**config.mk**
```make
export PLATFORM = sky130hd
export DESIGN_NAME = multi_channel_pulse_detector
export DESIGN_NICKNAME = d
export VERILOG_FILES = /design/src/rtl/mcpd_pkg.sv /design/src/rtl/pulse_width_channel.sv /design/src/rtl/multi_channel_pulse_detector.sv
export SDC_FILE = /design/constraint.sdc
export NUM_CORES = 1
export LEC_CHECK = 0
export ABC_AREA = 1
export CAP_MARGIN = 20
export CORE_ASPECT_RATIO = 0.8
export CORE_MARGIN = 10
export CORE_UTILIZATION = 44
export DETAILED_ROUTE_END_ITERATION = 12
export GPL_ROUTABILITY_DRIVEN = 0
export PLACE_DENSITY = 0.79
export SLEW_MARGIN = 20
export SYNTH_ARGS = -nofsm -noshare
export SYNTH_HDL_FRONTEND = slang
export SYNTH_SLANG_ARGS = --single-unit
```
**constraint.sdc**
```tcl
create_clock -name clk -period 1.6 [get_ports clk]
set_clock_uncertainty 0.2 [all_clocks]
set_input_delay 0.32 -clock clk [delete_from_list [all_inputs] [get_ports clk]]
set_output_delay 0.32 -clock clk [all_outputs]
set_load 0.01 [all_outputs]
```
**src/rtl/mcpd_pkg.sv**
```systemverilog
// Shared types for the multi-channel pulse detector:
// edge-select encoding and the per-channel width FSM states.
package mcpd_pkg;

  typedef enum logic [1:0] {
    EDGE_RISE = 2'b00,
    EDGE_FALL = 2'b01,
    EDGE_BOTH = 2'b10,
    EDGE_OFF  = 2'b11
  } edge_mode_t;

  typedef enum logic [1:0] {
    IDLE = 2'd0,
    HIGH = 2'd1,
    LONG = 2'd2
  } pd_state_t;

endpackage

```
**src/rtl/pulse_width_channel.sv**
```systemverilog
// One input channel: width FSM, selectable edge detect,
// in-range pulse-end detect and a sticky seen flag.
module pulse_width_channel
  import mcpd_pkg::*;
#(
  parameter int MIN_W = 1,
  parameter int MAX_W = 1,
  localparam int CNT_W = $clog2(MAX_W + 1)
) (
  input  logic       clk,
  input  logic       rst_n,
  input  logic       a,
  input  logic [1:0] edge_mode,
  input  logic       clr,
  output logic       edge_det,
  output logic       pulse_det,
  output logic       sticky
);

  pd_state_t        r_st;
  logic [CNT_W-1:0] r_cnt;
  logic             r_sticky;
  logic             w_rise;
  logic             w_fall;
  logic             w_edge;
  logic             w_pulse;

  assign w_rise = a & (r_st == IDLE);
  assign w_fall = ~a & (r_st != IDLE);

  always_comb begin
    w_edge = 1'b0;
    case (edge_mode_t'(edge_mode))
      EDGE_RISE: w_edge = w_rise;
      EDGE_FALL: w_edge = w_fall;
      EDGE_BOTH: w_edge = w_rise | w_fall;
      default:   w_edge = 1'b0;
    endcase
  end

  assign w_pulse = ~a & (r_st == HIGH)
                 & (r_cnt >= CNT_W'(MIN_W));

  // Mealy outputs are masked so nothing leaks out while held in reset.
  assign edge_det  = w_edge & rst_n;
  assign pulse_det = w_pulse & rst_n;
  assign sticky    = r_sticky;

  always_ff @(posedge clk or negedge rst_n) begin
    if (!rst_n) begin
      r_st  <= IDLE;
      r_cnt <= '0;
    end else begin
      case (r_st)
        IDLE: if (a) begin
          r_st  <= HIGH;
          r_cnt <= CNT_W'(1);
        end
        HIGH: if (!a) begin
          r_st  <= IDLE;
          r_cnt <= '0;
        end else if (r_cnt == CNT_W'(MAX_W)) begin
          r_st  <= LONG;
        end else begin
          r_cnt <= r_cnt + CNT_W'(1);
        end
        LONG: if (!a) begin
          r_st  <= IDLE;
          r_cnt <= '0;
        end
        default: begin
          r_st  <= IDLE;
          r_cnt <= '0;
        end
      endcase
    end
  end

  // A detection in the same cycle as clr wins.
  always_ff @(posedge clk or negedge rst_n) begin
    if (!rst_n)       r_sticky <= 1'b0;
    else if (w_pulse) r_sticky <= 1'b1;
    else if (clr)     r_sticky <= 1'b0;
  end

endmodule

```
**src/rtl/multi_channel_pulse_detector.sv**
```systemverilog
// N_CH independent edge / pulse-width detectors with
// a shared edge mode and a shared sticky clear.
module multi_channel_pulse_detector
  import mcpd_pkg::*;
#(
  parameter int N_CH  = 4,
  parameter int MIN_W = 1,
  parameter int MAX_W = 1
) (
  input  logic            clk,
  input  logic            rst_n,
  input  logic [N_CH-1:0] a,
  input  logic [1:0]      edge_mode,
  input  logic            clr,
  output logic [N_CH-1:0] edge_det,
  output logic [N_CH-1:0] pulse_det,
  output logic [N_CH-1:0] sticky
);

  if (MIN_W < 1 || MAX_W < MIN_W || N_CH < 1) begin : g_bad_cfg
    $fatal(1, "multi_channel_pulse_detector: bad N_CH/MIN_W/MAX_W");
  end

  for (genvar i = 0; i < N_CH; i++) begin : g_ch
    pulse_width_channel #(
      .MIN_W(MIN_W),
      .MAX_W(MAX_W)
    ) u_ch (
      .clk      (clk),
      .rst_n    (rst_n),
      .a        (a[i]),
      .edge_mode(edge_mode),
      .clr      (clr),
      .edge_det (edge_det[i]),
      .pulse_det(pulse_det[i]),
      .sticky   (sticky[i])
    );
  end

endmodule
```
==> results of run 1 <==
stage by stage:
stage | instances | power (uW)
2_1_floorplan | 135 | 833.3
3_3_place_gp | 192 | 1048
3_5_place_dp | 192 | 1079
4_1_cts | 207 | 1448
5_1_grt | 204 | 1563
6_report | 204 | 1451
worst min-delay path by stage:
| stage | start | endpoint | slack, ns |
|---|---|---|---|
| floorplan | rst_n | g_ch[0].u_ch.r_cnt$_DFFE_PN0P_ | -0.18 |
| global placement | g_ch[2].u_ch.r_cnt$_DFFE_PN0P_ | g_ch[2].u_ch.r_cnt$_DFFE_PN0P_ | 0.29 |
| detailed placement | g_ch[2].u_ch.r_cnt$_DFFE_PN0P_ | g_ch[2].u_ch.r_cnt$_DFFE_PN0P_ | 0.30 |
| CTS | rst_n | g_ch[2].u_ch.r_st[0]$_DFFE_PN0P_ | 0.20 |
| global route | a[1] | g_ch[1].u_ch.r_st[1]$_DFFE_PN0P_ | 0.19 |
| finish | a[1] | g_ch[1].u_ch.r_st[1]$_DFFE_PN0P_ | 0.18 |
layout by cell type, fill, tap and decap left out, drive strengths merged:
| cell | n |
|---|---|
| clkdlybuf4s50 | 4 |
| o21ai | 7 |
| nand2 | 21 |
| o211ai | 2 |
| inv | 28 |
| nand3 | 12 |
| clkbuf | 4 |
| nor2 | 23 |
| buf | 40 |
| dfrtp | 16 |
| ha | 4 |
| dlymetal6s2s | 2 |
| dlygate4sd2 | 6 |
| a21oi | 7 |
| nand4 | 3 |
where the power goes:
group	internal [uW]	total (uW)	switching (uW)	leakage, uW
Combinational	320	630	310	0.000584
Clock	139	281	142	0.0000210
Sequential	485	540	55.1	0.000199
Total	944	1450	507	0.000804
area by class of cell:
type                    count  area share (%)
well taps                  25           2.214
repair buffers             52           29.23
flip-flops and latches     16           28.34
multi-input cells          79           29.85
clock buffers               4           2.569
inverters                  28           7.795
state kept, by name (all words and copies together) (netlist names):
register          cells
g_ch.u_ch.r_cnt       4
g_ch.u_ch.sticky      4
g_ch.u_ch.r_st        8
routing by layer:
layer | routed length (um) | global-route usage, %
met3 | 182 | 4.762
met2 | 1313 | 18.61
met5 | 0 | 0
met1 | 1133 | 13.86
met4 | 33 | 2.370
kinds of logic (layout without fill, tap and decap cells):
| logic type | Yosys count | count (layout) | synth area share, % |
|---|---|---|---|
| AO/OA/AOI/OAI | 16 | 16 | 8.706 |
| adder cells (fa/ha/maj) | 4 | 4 | 5.122 |
| buffers and inverters | 40 | 84 | 19.97 |
| flip-flops | 16 | 16 | 40.97 |
| AND/OR/NAND/NOR | 59 | 59 | 25.22 |
timing repair:
item | in CTS | in global routing
gates resized for setup | 55 | 13
buffers inserted | 11 | 4
pin swaps | 11 | 11
setup endpoints to repair | 12 | 9
tightest hold or removal path: cells and delay by family:
| kind | cells | cell delay, ns |
|---|---|---|
| buffers and inverters | 3 | 0.30 |
| AO/OA/AOI/OAI | 1 | 0.03 |
==> reports/qor.yml, run 1 <==
run_status:
  status: "finished with violations"
  violations: "negative setup slack"
hold_path:
  whs_path_depth: 4
  hp-class: "in2reg"
die:
  io_pins: 21
  die_height_um: 62.15
  die-area_sq_um: 4518
  dieWidth_um: 72.69
  start_util_pct: 45.67
  rows: 15
  core_sq_um: 2140
yosys:
  syn-num-nets: 148
  yosysSeqAreaShare_pct: 40.97
  synthArstFlopShare_pct: 100.0
  avgSynthCellArea_sq_um: 7.238
  synth_most_common_cell: "inv_1"
  yosysTopAreaCellShare_pct: 40.97
  yosys-top-cells-area: "dfrtp_1 (41%), inv_1 (10%), buf_4 (9.2%), nor2_1 (8.8%), nand2_1 (7.7%)"
  yosys_warnings: 0
  synth-edff-count: 0
  yosysUniqueCellTypes: 13
  synth_seq_cells: 16
  syn_area_sq_um: 977.2
  ys_top_cells_by_count: "inv_1 (26), nor2_1 (23), nand2_1 (20)"
  synth_flop_cell: "dfrtp_1"
  yosysTopAreaCell: "dfrtp_1"
  synthCells: 135
finish:
  finalNetCount: 193
  seq_area_sq_um: 400.4
  drive_gt1_share_pct: 35.20
  fill_cells: 178
  antennaDiodeCount: 0
  syn2layout_area_growth_pct: 44.56
  multi_input_area_sq_um: 421.7
  final_core_utilization_pct: 66.02
  finalInstanceArea_sq_um: 1413
clock_network:
  cts_sinks: 16
  holdBufCountCts: 0
  cts_made_buffers: 3
  cts_tree: "yes"
  cts-htree-levels: 1
  cts_buffer_depth: 2
  clk_latency_ns: 0.30
  root_buffer: "clkbuf_4"
  clkTransAtPathRegs_ns: 0.10
routing:
  num_vias: 996
  first_pass_iters: 4
  wl_um: 2662
  drcViolationCount: 0
  drtIter0Drc: 63
  drtAntennaViolNets: 0
  wl_per_cell_um: 13.05
  vias_per_cell: 4.882
critical_path:
  r2r_cells: 8
  regToRegEndpoint: "g_ch[2].u_ch.r_st[0]$_DFFE_PN0P_"
  critPathMaxFanout: 2
  worstPathCellList: "nor2_2 -> inv_2 -> ha_4 -> inv_2 -> nand3_1 -> nand2_1 -> nor2_1 -> nor2_1 -> buf_2"
  timing.rr.start: "g_ch[2].u_ch.r_st[0]$_DFFE_PN0P_"
  critPathLaunch: "g_ch[0].u_ch.r_st[1]$_DFFE_PN0P_"
  critical_path.top_delay_family: "flip-flops"
  worst-path-buf-inv: 3
  endpoint_kind: "output port"
  endpoint: "edge_det[0]"
  worst-path-stages: 9
  worst_ep_required_time_ns: 1.08
  arrival_ns: 1.62
  worst_setup_path_start_kind: "register"
  critPathSlowestCell: "dfrtp_1"
  critPathKind: "reg2out"
  r2r_slack_ns: 0.14
  max_stage_delay_ns: 0.43
grt:
  first_global_vias: 1008
  grt_usage_pct: 11.53
  grt_pass1_wl_um: 4333
  antenna_found_initial: 0
  grt_max_degree: 17
  grt_overflow: 0
timing:
  setup_tns_ns: -2.987
  fmax_mhz: 467.3
  rsz0062_at_grt: "true"
  tightestPinTransition_ns: 0.2194
  hold_viol: 0
  whs_ns: 0.1838
  slew_violations: 0
  setup_viol: 8
  relSlewSlack_pct: 85.37
  fin_ws_ns: -0.5401
  final.min_clock_period_ns: 2.140
  fin_crit_sh_pct: 133.8
power_and_ir_drop:
  power.leakage_uw: 0.0008044
  ir_drop_mv: 0.8761
  p_per_area_nw_per_um2: 1027
place:
  pre_cts_ws_ns: -0.9480
  hpwlAfterDp_um: 1849
  place_area_sq_um: 1299
  portBuffers: 20
job:
  drv_cap: 0
Power figures use the tool's default switching activity.
==> run 2: changes to the inputs <==
--- a/config.mk
+++ b/config.mk
@@ -9,10 +9,10 @@
 export CAP_MARGIN = 20
 export CORE_ASPECT_RATIO = 0.8
 export CORE_MARGIN = 10
-export CORE_UTILIZATION = 44
+export CORE_UTILIZATION = 35
 export DETAILED_ROUTE_END_ITERATION = 12
 export GPL_ROUTABILITY_DRIVEN = 0
-export PLACE_DENSITY = 0.79
+export PLACE_DENSITY = 0.67
 export SLEW_MARGIN = 20
 export SYNTH_ARGS = -nofsm -noshare
 export SYNTH_HDL_FRONTEND = slang
==> run 2 against run 1 <==
Against the previous run:
- the flow still finishes with violations (negative setup slack)
- maximum frequency down 0.40%
- sequential share of layout area is 0.17 points lower
- core utilization fell by 14 points
- sequential power about the same
- global-route usage fell by 1.7 points
- critical path depth is the same
- critical endpoint is now edge_det[3]
- non-clock buffer count increased by 1
- power fell by 0.57%
==> reports/qor.yml, run 2 (same netlist as run 1, synthesis figures left out) <==
clock_network:
  cts-htree-levels: 1  # unchanged
  cts_sinks: 16  # unchanged
  cts_buffer_depth: 2  # unchanged
  clkTransAtPathRegs_ns: 0.10  # about the same
  holdBufCountCts: 0  # unchanged
  cts_made_buffers: 3  # unchanged
  cts_tree: "yes"
  root_buffer: "clkbuf_4"
  clk_latency_ns: 0.29  # about the same
timing:
  slew_violations: 0  # unchanged
  final.min_clock_period_ns: 2.149  # +0.008678 ns
  relSlewSlack_pct: 85.61  # +0.24 points
  fin_ws_ns: -0.5488  # -0.008678 ns
  fmax_mhz: 465.4  # -0.40%
  fin_crit_sh_pct: 134.3  # +0.54 points
  setup_viol: 8  # unchanged
  hold_viol: 0  # unchanged
  tightestPinTransition_ns: 0.2158  # -0.003642 ns
  rsz0062_at_grt: "true"
power_and_ir_drop:
  power.leakage_uw: 0.0007939  # -1.3%
  p_seq_share_pct: 37.4  # +0.2 points
  switching_share_pct: 33.77  # -1.2 points
  switchingPower_uw: 487.1  # -3.9%
  power_frac_comb_pct: 43.4  # about the same
  ir_drop_mv: 0.5935  # -32%
  p_int_uw: 955.4  # +1.2%
  clockPowerShare_pct: 19.1  # -0.2 points
  p_per_area_nw_per_um2: 1015  # -1.2%
critical_path:
  worst_setup_path_start_kind: "register"
  r2r_cells: 7  # -1
  worst_ep_required_time_ns: 1.08  # about the same
  max_stage_delay_ns: 0.40  # -0.03 ns
  critPathKind: "reg2out"
  endpoint_kind: "output port"
  critPathMaxFanout: 2  # unchanged
  r2r_slack_ns: 0.28  # +0.14 ns
  regToRegEndpoint: "g_ch[2].u_ch.r_st[0]$_DFFE_PN0P_"
  critPathSlowestCell: "dfrtp_1"
  timing.rr.start: "g_ch[2].u_ch.r_st[0]$_DFFE_PN0P_"
  arrival_ns: 1.63  # about the same
  worstPathCellList: "nor2_2 -> inv_1 -> ha_1 -> inv_1 -> nand3_1 -> nand2_1 -> nor2_1 -> nor2_1 -> buf_2"
place:
  place_area_sq_um: 1315  # +1.3%
  hpwlAfterDp_um: 1899  # +2.7%
  portBuffers: 20  # unchanged
job:
  drv_cap: 0  # unchanged
die:
  io_pins: 21  # unchanged
  rows: 17  # +2
  die_height_um: 67.26  # +8.2%
  start_util_pct: 35.89  # -9.8 points
  die-area_sq_um: 5319  # +18%
  dieWidth_um: 79.08  # +8.8%
  core_sq_um: 2723  # +27%
finish:
  syn2layout_area_growth_pct: 45.45
  final_core_utilization_pct: 52.21  # -14 points
  antennaDiodeCount: 0  # unchanged
  layout_common_cells: "buf_4 (29), inv_1 (19), nand2_1 (19), nor2_1 (18), dfrtp_1 (16)"
  finalInstanceArea_sq_um: 1421  # +0.62%
  finalNetCount: 194  # +0.52%
  top_register: "g_ch.u_ch.r_st"
  largest_reg_flops: 8  # unchanged
  mostFrequentLayoutCell: "buf_4"
  drive_gt1_share_pct: 34.44  # -0.75 points
routing:
  wl_per_cell_um: 11.11  # -15%
  wl_met1_um: 1086  # -4.1%
  first_pass_iters: 4  # unchanged
  wl_met2_um: 1199  # -8.7%
  vias_per_cell: 4.404  # -9.8%
  drcViolationCount: 0  # unchanged
  drtIter0Drc: 32  # -49%
  drtAntennaViolNets: 0  # unchanged
  num_vias: 960  # -3.6%
  wl_um: 2422  # -9.0%
  dr_wl_met3_um: 132  # -27%
  route.top_layer_used: "met4"
grt:
  grt_overflow: 0  # unchanged
  antenna_found_initial: 0  # unchanged
  grt_usage_pct: 9.836  # -1.7 points
  first_global_vias: 953  # -5.5%
  grt_pass1_wl_um: 4215  # -2.7%
  grt_max_degree: 17  # unchanged
hold_path:
  hp-class: "in2async"
run_status:
  status: "finished with violations"
  violations: "negative setup slack"
run 2: worst max path at each step:
stage                                           startpoint           to  depth (start not counted)
after CTS                 g_ch[3].u_ch.r_st[1]$_DFFE_PN0P_  edge_det[3]                          9
after floorplan           g_ch[0].u_ch.r_st[0]$_DFFE_PN0P_  edge_det[0]                          9
after global placement                                a[2]  edge_det[2]                          9
after detailed placement                              a[2]  edge_det[2]                          9
after global routing      g_ch[3].u_ch.r_st[1]$_DFFE_PN0P_  edge_det[3]                          9
final                     g_ch[3].u_ch.r_st[1]$_DFFE_PN0P_  edge_det[3]                          9
run 2: routing by layer:
layer | vias up | global-route usage, %
met1 | 437 | 10.90
met2 | 19 | 17.48
met4 | 0 | 2.009
li1 | 502 | -
met5 | - | 0
met3 | 2 | 4.111
run 2: final cells by class:
type / instances / area, sq um
flip-flops and latches: 16 / 400.4
fillers: 277 / 1301
repair buffers: 53 / 412.9
clock buffers: 4 / 36.28
well taps: 38 / 47.55
multi-input cells: 79 / 414.1
inverters: 28 / 110.1
run 2: stage by stage:
step	instances	power [uW]	setup slack [ns]	hold WS (ns)	setup TNS [ns]
6_report	218	1442	-0.5488	0.1845	-2.787
5_1_grt	218	1572	-0.7034	0.1942	-3.693
4_1_cts	215	1407	-0.6093	0.1848	-2.917
3_5_place_dp	205	1087	-1.021	0.3139	-6.486
3_3_place_gp	205	1061	-0.9822	0.2926	-6.233
2_1_floorplan	135	833.3	-0.1301	-0.1756	-0.4889
run 2: timing repair:
item,CTS,global route
resized for setup,51,12
endpoints found under the hold margin,0,0
pin swaps,11,4
endpoints found under the setup margin,12,8
buffers inserted,6,5
run 2: critical path, delay by kind of cell (launching register included):
kind	cells	cell delay [ns]
adder cells (fa/ha/maj)	1	0.26
AND/OR/NAND/NOR	5	0.40
buffers and inverters	3	0.27
flip-flops	1	0.40
run 2: power groups by stage:
stage,Clock (uW),Combinational [uW],Sequential (uW)
after floorplan,0,290,544
after global placement,0,527,533
after detailed placement,0,548,538
after CTS,291,584,532
after global routing,309,710,553
final,276,627,540
